[config.mk]
export PLATFORM = sky130hd
export DESIGN_NAME = down_counter_load_flat
export DESIGN_NICKNAME = d
export VERILOG_FILES = /design/src/rtl/down_counter_load_if.sv /design/src/rtl/down_counter_load.sv /design/src/flat_wrapper.sv
export SDC_FILE = /design/constraint.sdc
export NUM_CORES = 1
export LEC_CHECK = 0
export BUFFER_PORTS_ARGS = -buffer_cell sky130_fd_sc_hd__clkbuf_2
export CORE_UTILIZATION = 45
export DETAILED_ROUTE_END_ITERATION = 16
export PLACE_DENSITY = 0.72
export SKIP_LAST_GASP = 1
export SYNTH_ARGS = -nofsm -noshare
export SYNTH_HDL_FRONTEND = slang
export SYNTH_SLANG_ARGS = --single-unit
[constraint.sdc]
create_clock -name clk -period 2.6 [get_ports clk]
set_clock_uncertainty 0.2 [all_clocks]
set_input_delay 0.26 -clock clk [delete_from_list [all_inputs] [get_ports clk]]
set_output_delay 0.26 -clock clk [all_outputs]
set_load 0.01 [all_outputs]
[src/rtl/down_counter_load_if.sv]
// Purpose: control/status bundle between a timer user and down_counter_load.
// Latency: none, wires only.
// Backpressure: none, the timer accepts a control word every cycle.
//
// Signals:
//   data    load value, sampled when load=1
//   load    synchronous load of data into count and reload registers
//   enable  count enable
//   mode    0 = one-shot, 1 = periodic auto-reload
//   out     current count (registered)
//   zero    high whenever out == 0
//   tc      one-cycle terminal-count pulse
//   running high while the timer is armed and counting
interface down_counter_load_if #(
    parameter int WIDTH = 8
);
    logic [WIDTH-1:0] data;
    logic             load;
    logic             enable;
    logic             mode;
    logic [WIDTH-1:0] out;
    logic             zero;
    logic             tc;
    logic             running;

    // master: the block that programs the timer and watches its status
    modport master (
        output data, load, enable, mode,
        input  out, zero, tc, running
    );

    // slave: the timer itself
    modport slave (
        input  data, load, enable, mode,
        output out, zero, tc, running
    );
endinterface

[src/rtl/down_counter_load.sv]
// Purpose: loadable down-counter/timer, one-shot or periodic, with terminal-count pulse.
// Latency: load->out 1 cycle, enable->decrement 1 cycle, tc on the edge out becomes 0.
// Backpressure: none; load/enable are honoured every cycle.
//
// Ports:
//   clk    rising-edge clock
//   reset  asynchronous active-low reset
//   bus    down_counter_load_if.slave (data/load/enable/mode in, out/zero/tc/running out)
//
// Build option: DOWN_COUNTER_AUTO_RELOAD_EN enables periodic auto-reload through
// the mode input. Without it, mode is ignored and the timer is always one-shot.
module down_counter_load #(
    parameter int WIDTH = 8
) (
    input  logic                  clk,
    input  logic                  reset,
    down_counter_load_if.slave    bus
);

    typedef enum logic [1:0] {
        IDLE = 2'd0,
        RUN  = 2'd1,
        DONE = 2'd2
    } state_t;

    localparam logic [WIDTH-1:0] CNT_ZERO = '0;
    localparam logic [WIDTH-1:0] CNT_ONE  = {{(WIDTH-1){1'b0}}, 1'b1};

    state_t           state;
    logic [WIDTH-1:0] count;
    logic [WIDTH-1:0] reload_reg;
    logic             tc_q;
    logic             periodic;

`ifdef DOWN_COUNTER_AUTO_RELOAD_EN
    assign periodic = bus.mode;
    logic unused_ok;
    assign unused_ok = 1'b0;
`else
    // mode is ignored and reload_reg is write-only in the one-shot-only build
    assign periodic = 1'b0;
    logic unused_ok;
    assign unused_ok = ^{bus.mode, reload_reg};
`endif

    always_ff @(posedge clk or negedge reset) begin
        if (!reset) begin
            state      <= IDLE;
            count      <= CNT_ZERO;
            reload_reg <= CNT_ZERO;
            tc_q       <= 1'b0;
        end else begin
            // tc is a single-cycle pulse; only the 1->0 step re-raises it
            tc_q <= 1'b0;
            if (bus.load) begin
                // load wins over enable: no decrement on the load edge
                count      <= bus.data;
                reload_reg <= bus.data;
                state      <= RUN;
            end else if (state == RUN && bus.enable) begin
                if (count > CNT_ONE) begin
                    count <= count - CNT_ONE;
                end else if (count == CNT_ONE) begin
                    count <= CNT_ZERO;
                    tc_q  <= 1'b1;
                end else begin
                    // terminal cycle: count already 0, never wraps to all-ones
                    if (periodic) begin
                        count <= reload_reg;
                    end else begin
                        state <= DONE;
                    end
                end
            end
        end
    end

    assign bus.out     = count;
    assign bus.zero    = (count == CNT_ZERO);
    assign bus.tc      = tc_q;
    assign bus.running = (state == RUN);

endmodule

[src/flat_wrapper.sv]
// flat-port wrapper written by rule: the top's interface ports become plain ports
module down_counter_load_flat 
#(
    parameter int WIDTH = 8
)
  (clk, reset, bus_data, bus_load, bus_enable, bus_mode, bus_out, bus_zero, bus_tc, bus_running);
  down_counter_load_if #(.WIDTH(WIDTH)) bus_i ();
  input  logic clk;
  input  logic reset;
  input wire logic [$bits(bus_i.data)-1:0] bus_data;
  input wire logic [$bits(bus_i.load)-1:0] bus_load;
  input wire logic [$bits(bus_i.enable)-1:0] bus_enable;
  input wire logic [$bits(bus_i.mode)-1:0] bus_mode;
  output wire logic [$bits(bus_i.out)-1:0] bus_out;
  output wire logic [$bits(bus_i.zero)-1:0] bus_zero;
  output wire logic [$bits(bus_i.tc)-1:0] bus_tc;
  output wire logic [$bits(bus_i.running)-1:0] bus_running;
  assign bus_i.data = bus_data;
  assign bus_i.load = bus_load;
  assign bus_i.enable = bus_enable;
  assign bus_i.mode = bus_mode;
  assign bus_out = bus_i.out;
  assign bus_zero = bus_i.zero;
  assign bus_tc = bus_i.tc;
  assign bus_running = bus_i.running;
  down_counter_load #(.WIDTH(WIDTH)) u_core (.clk(clk), .reset(reset), .bus(bus_i));
endmodule
==> insert_results.sql <==
INSERT INTO impl_metrics (metric_group, metric, value, unit) VALUES
('sta', 'finalSetupTns', '0', 'ps'),
('setup_path', 'cp-end-kind', 'register', ''),
('routing', 'route.detailed.drc', '0', ''),
('setup_path', 'cp_data_required_time', '2560', 'ps'),
('final_layout', 'post_route_cells_drive_above_1_share', '30.6', '%'),
('worst_hold_path', 'hold_path.class', 'input port to register', ''),
('setup_path', 'worstPathMaxFanout', '7', ''),
('die', 'x_dimension_of_the_die', '43.1', 'um'),
('synthesis', 'synth-edff-count', '0', ''),
('clock_network', 'maximum_count_of_clock_buffers_along_a_single_path', '2', ''),
('power', 'combPwrFrac', '29.4', '%'),
('sta', 'final.hold.worst_slack', '3.51', 'ps'),
('synthesis', 'synth_top_area_share', '36.2', '%'),
('synthesis', 'yosys-top-cells-count', 'dfrtp_1 (11), inv_1 (7), nand2_1 (6)', ''),
('sta', 'final_critical_path_setup_slack', '386', 'ps'),
('synthesis', 'synth_most_common_cell', 'dfrtp_1', ''),
('final_layout', 'multi_input_area', '452', 'sq um'),
('synthesis', 'synth_ff_type', 'dfrtp_1', ''),
('clock_network', 'worst_setup_hold_path_clk_slew', '80', 'ps'),
('worst_hold_path', 'holdPathStages', '3', ''),
('worst_hold_path', 'worst_hold_startpoint', 'bus_data[2]', ''),
('die', 'core.rowCount', '14', ''),
('placement', 'detailed_place.area', '891', 'sq um'),
('global_routing', 'antenna_found_initial', '0', ''),
('die', 'start_util', '49.4', '%'),
('setup_path', 'r2r_end', 'u_core.bus.out[4]', ''),
('global_routing', 'grt_start_max_net_pins', '23', ''),
('setup_path', 'timing.reg2reg.worst_path_depth', '6', ''),
('synthesis', 'synth_seq_cells', '11', ''),
('clock_network', 'tritoncts_num_sinks', '11', ''),
('sta', 'timing_hold_violations_final', '0', ''),
('die', 'floorplan.die_area', '1860', 'sq um'),
('die', 'top_level_ports', '24', ''),
('routing', 'drt-wirelength-per-cell', '14.3', 'um'),
('clock_network', 'post_cts_buffers', '0', ''),
('clock_network', 'htree_num_levels', '1', ''),
('synthesis', 'syn_area_per_cell', '9.28', 'sq um'),
('job', 'drv_cap', '0', ''),
('final_layout', 'final_nets', '128', ''),
('sta', 'timing.fmax', '0.452', 'GHz'),
('routing', 'ant_nets', '0', ''),
('sta', 'rsz_0062_raised_after_global_routing', 'false', ''),
('placement', 'gp_congestion', '0.847', ''),
('setup_path', 'slowest_stage', 'or4_1', ''),
('setup_path', 'rr_startpoint', 'u_core.bus.out[0]', ''),
('setup_path', 'worst_path_largest_cell_delay', '470', 'ps'),
('global_routing', 'track_usage', '22.0', '%'),
('die', 'die-height', '43.1', 'um'),
('die', 'core_area', '1540', 'sq um'),
('setup_path', 'reg2reg_slack', '390', 'ps'),
('clock_network', 'clk_root_buffer_cell', 'clkbuf_4', ''),
('sta', 'post-route-period-util', '85.2', '%'),
('global_routing', 'grt_pass1_vias', '670', ''),
('routing', 'detailroute.via_count', '768', ''),
('synthesis', 'share_of_synthesized_area_occupied_by_flip_flops_and_latches', '36.2', '%'),
('routing', 'postRouteWirelength', '1.81', 'mm'),
('power', 'power_density', '500', 'nW/um^2'),
('synthesis', 'synth_nets', '98', ''),
('clock_network', 'numCtsBuffers', '3', ''),
('setup_path', 'startpoint', 'u_core.bus.out[0]', ''),
('final_layout', 'num_antenna_cells', '0', ''),
('placement', 'port_buffers', '22', ''),
('final_layout', 'postLayoutCellArea', '957', 'sq um'),
('synthesis', 'largest_area_contributor_in_the_netlist', 'dfrtp_1', ''),
('run_status', 'outcome', 'completed', ''),
('sta', 'tightest_slew', '559', 'ps'),
('power', 'switching_power', '173', 'uW'),
('power', 'swShare', '36.1', '%'),
('synthesis', 'synth_top_cells_by_area', 'dfrtp_1 (36%), ha_1 (4.9%), o311ai_2 (4.3%)', ''),
('synthesis', 'mappedNetlistArea', '761', 'sq um'),
('final_layout', 'final_cells', '127', '');
final cells by class:
cell class | count | share of cell area [%]
multi-input cells | 62 | 47.2
flip-flops and latches | 11 | 28.8
inverters | 7 | 2.75
well taps | 16 | 2.09
repair buffers | 27 | 16.5
clock buffers | 4 | 2.75
what timing repair did:
item,CTS,global route
setup endpoints to repair,0,0
hold buffers,4,0
hold endpoints to repair,14,0
power groups by stage:
stage          registers [uW]  logic [uW]  clock network [uW]
2_1_floorplan             221        81.6                   0
3_3_place_gp              220         131                   0
5_1_grt                   222         158                 126
4_1_cts                   218         139                 120
6_report                  218         141                 120
3_5_place_dp              221         134                   0
critical path: cells and delay by family (launching register included):
family | cells | cell delay [ps]
and+or+nand+nor | 2 | 680
DFF | 1 | 440
AOI/OAI and AO/OA | 2 | 370
adders and majority gates | 1 | 310
buffers and inverters | 1 | 100
layout by cell type (no fill, tap or decap), drive strengths merged, types with 2 or more instances in the layout:
master / n
clkbuf: 26
ha: 3
nand2: 6
nor3: 2
a31oi: 3
mux2i: 2
or4: 3
o21ai: 5
dfrtp: 11
nor2b: 2
a21oi: 4
or3: 2
nor4: 2
a211o: 2
and3: 2
nand3: 5
o311ai: 2
inv: 7
dlygate4sd3: 4
nor2: 4
metrics by stage:
stage               power [uW]  utilization (%)
finish                     479             62.1
floorplan                  303                -
CTS                        478             62.1
global placement           352             57.8
detailed placement         355             57.8
global route               506             62.1
per-layer routing:
layer	GRT usage, %	share of wire [%]	wire length, um
met1	30.2	45	809
met3	2.98	4.4	80
met2	34.0	49	894
met5	0	0	0
met4	10.3	1.4	26
cells by family (layout without fill, tap and decap cells):
| family | Yosys count | in the layout | share of synthesized area, % |
|---|---|---|---|
| fa+ha+maj | 3 | 3 | 4.93 |
| buf+inv | 9 | 38 | 4.44 |
| compound gates | 25 | 25 | 25.8 |
| mux | 2 | 2 | 2.63 |
| simple gates | 32 | 32 | 26.0 |
| flops | 11 | 11 | 36.2 |
registers in the layout (all words and copies together), names as in the netlist:
name	count
u_core.bus.out	8
u_core.state	2
u_core.bus.tc	1
worst min-delay path by stage:
stage                                    to  slack [ps]
final                     u_core.bus.out[2]           4
after CTS                 u_core.bus.out[7]           4
after detailed placement  u_core.bus.out[5]         -40
after floorplan           u_core.bus.out[0]        -240
after global placement    u_core.bus.out[5]         -40
after global routing      u_core.bus.out[2]          20
No activity file was read; power rests on OpenSTA's default activity.
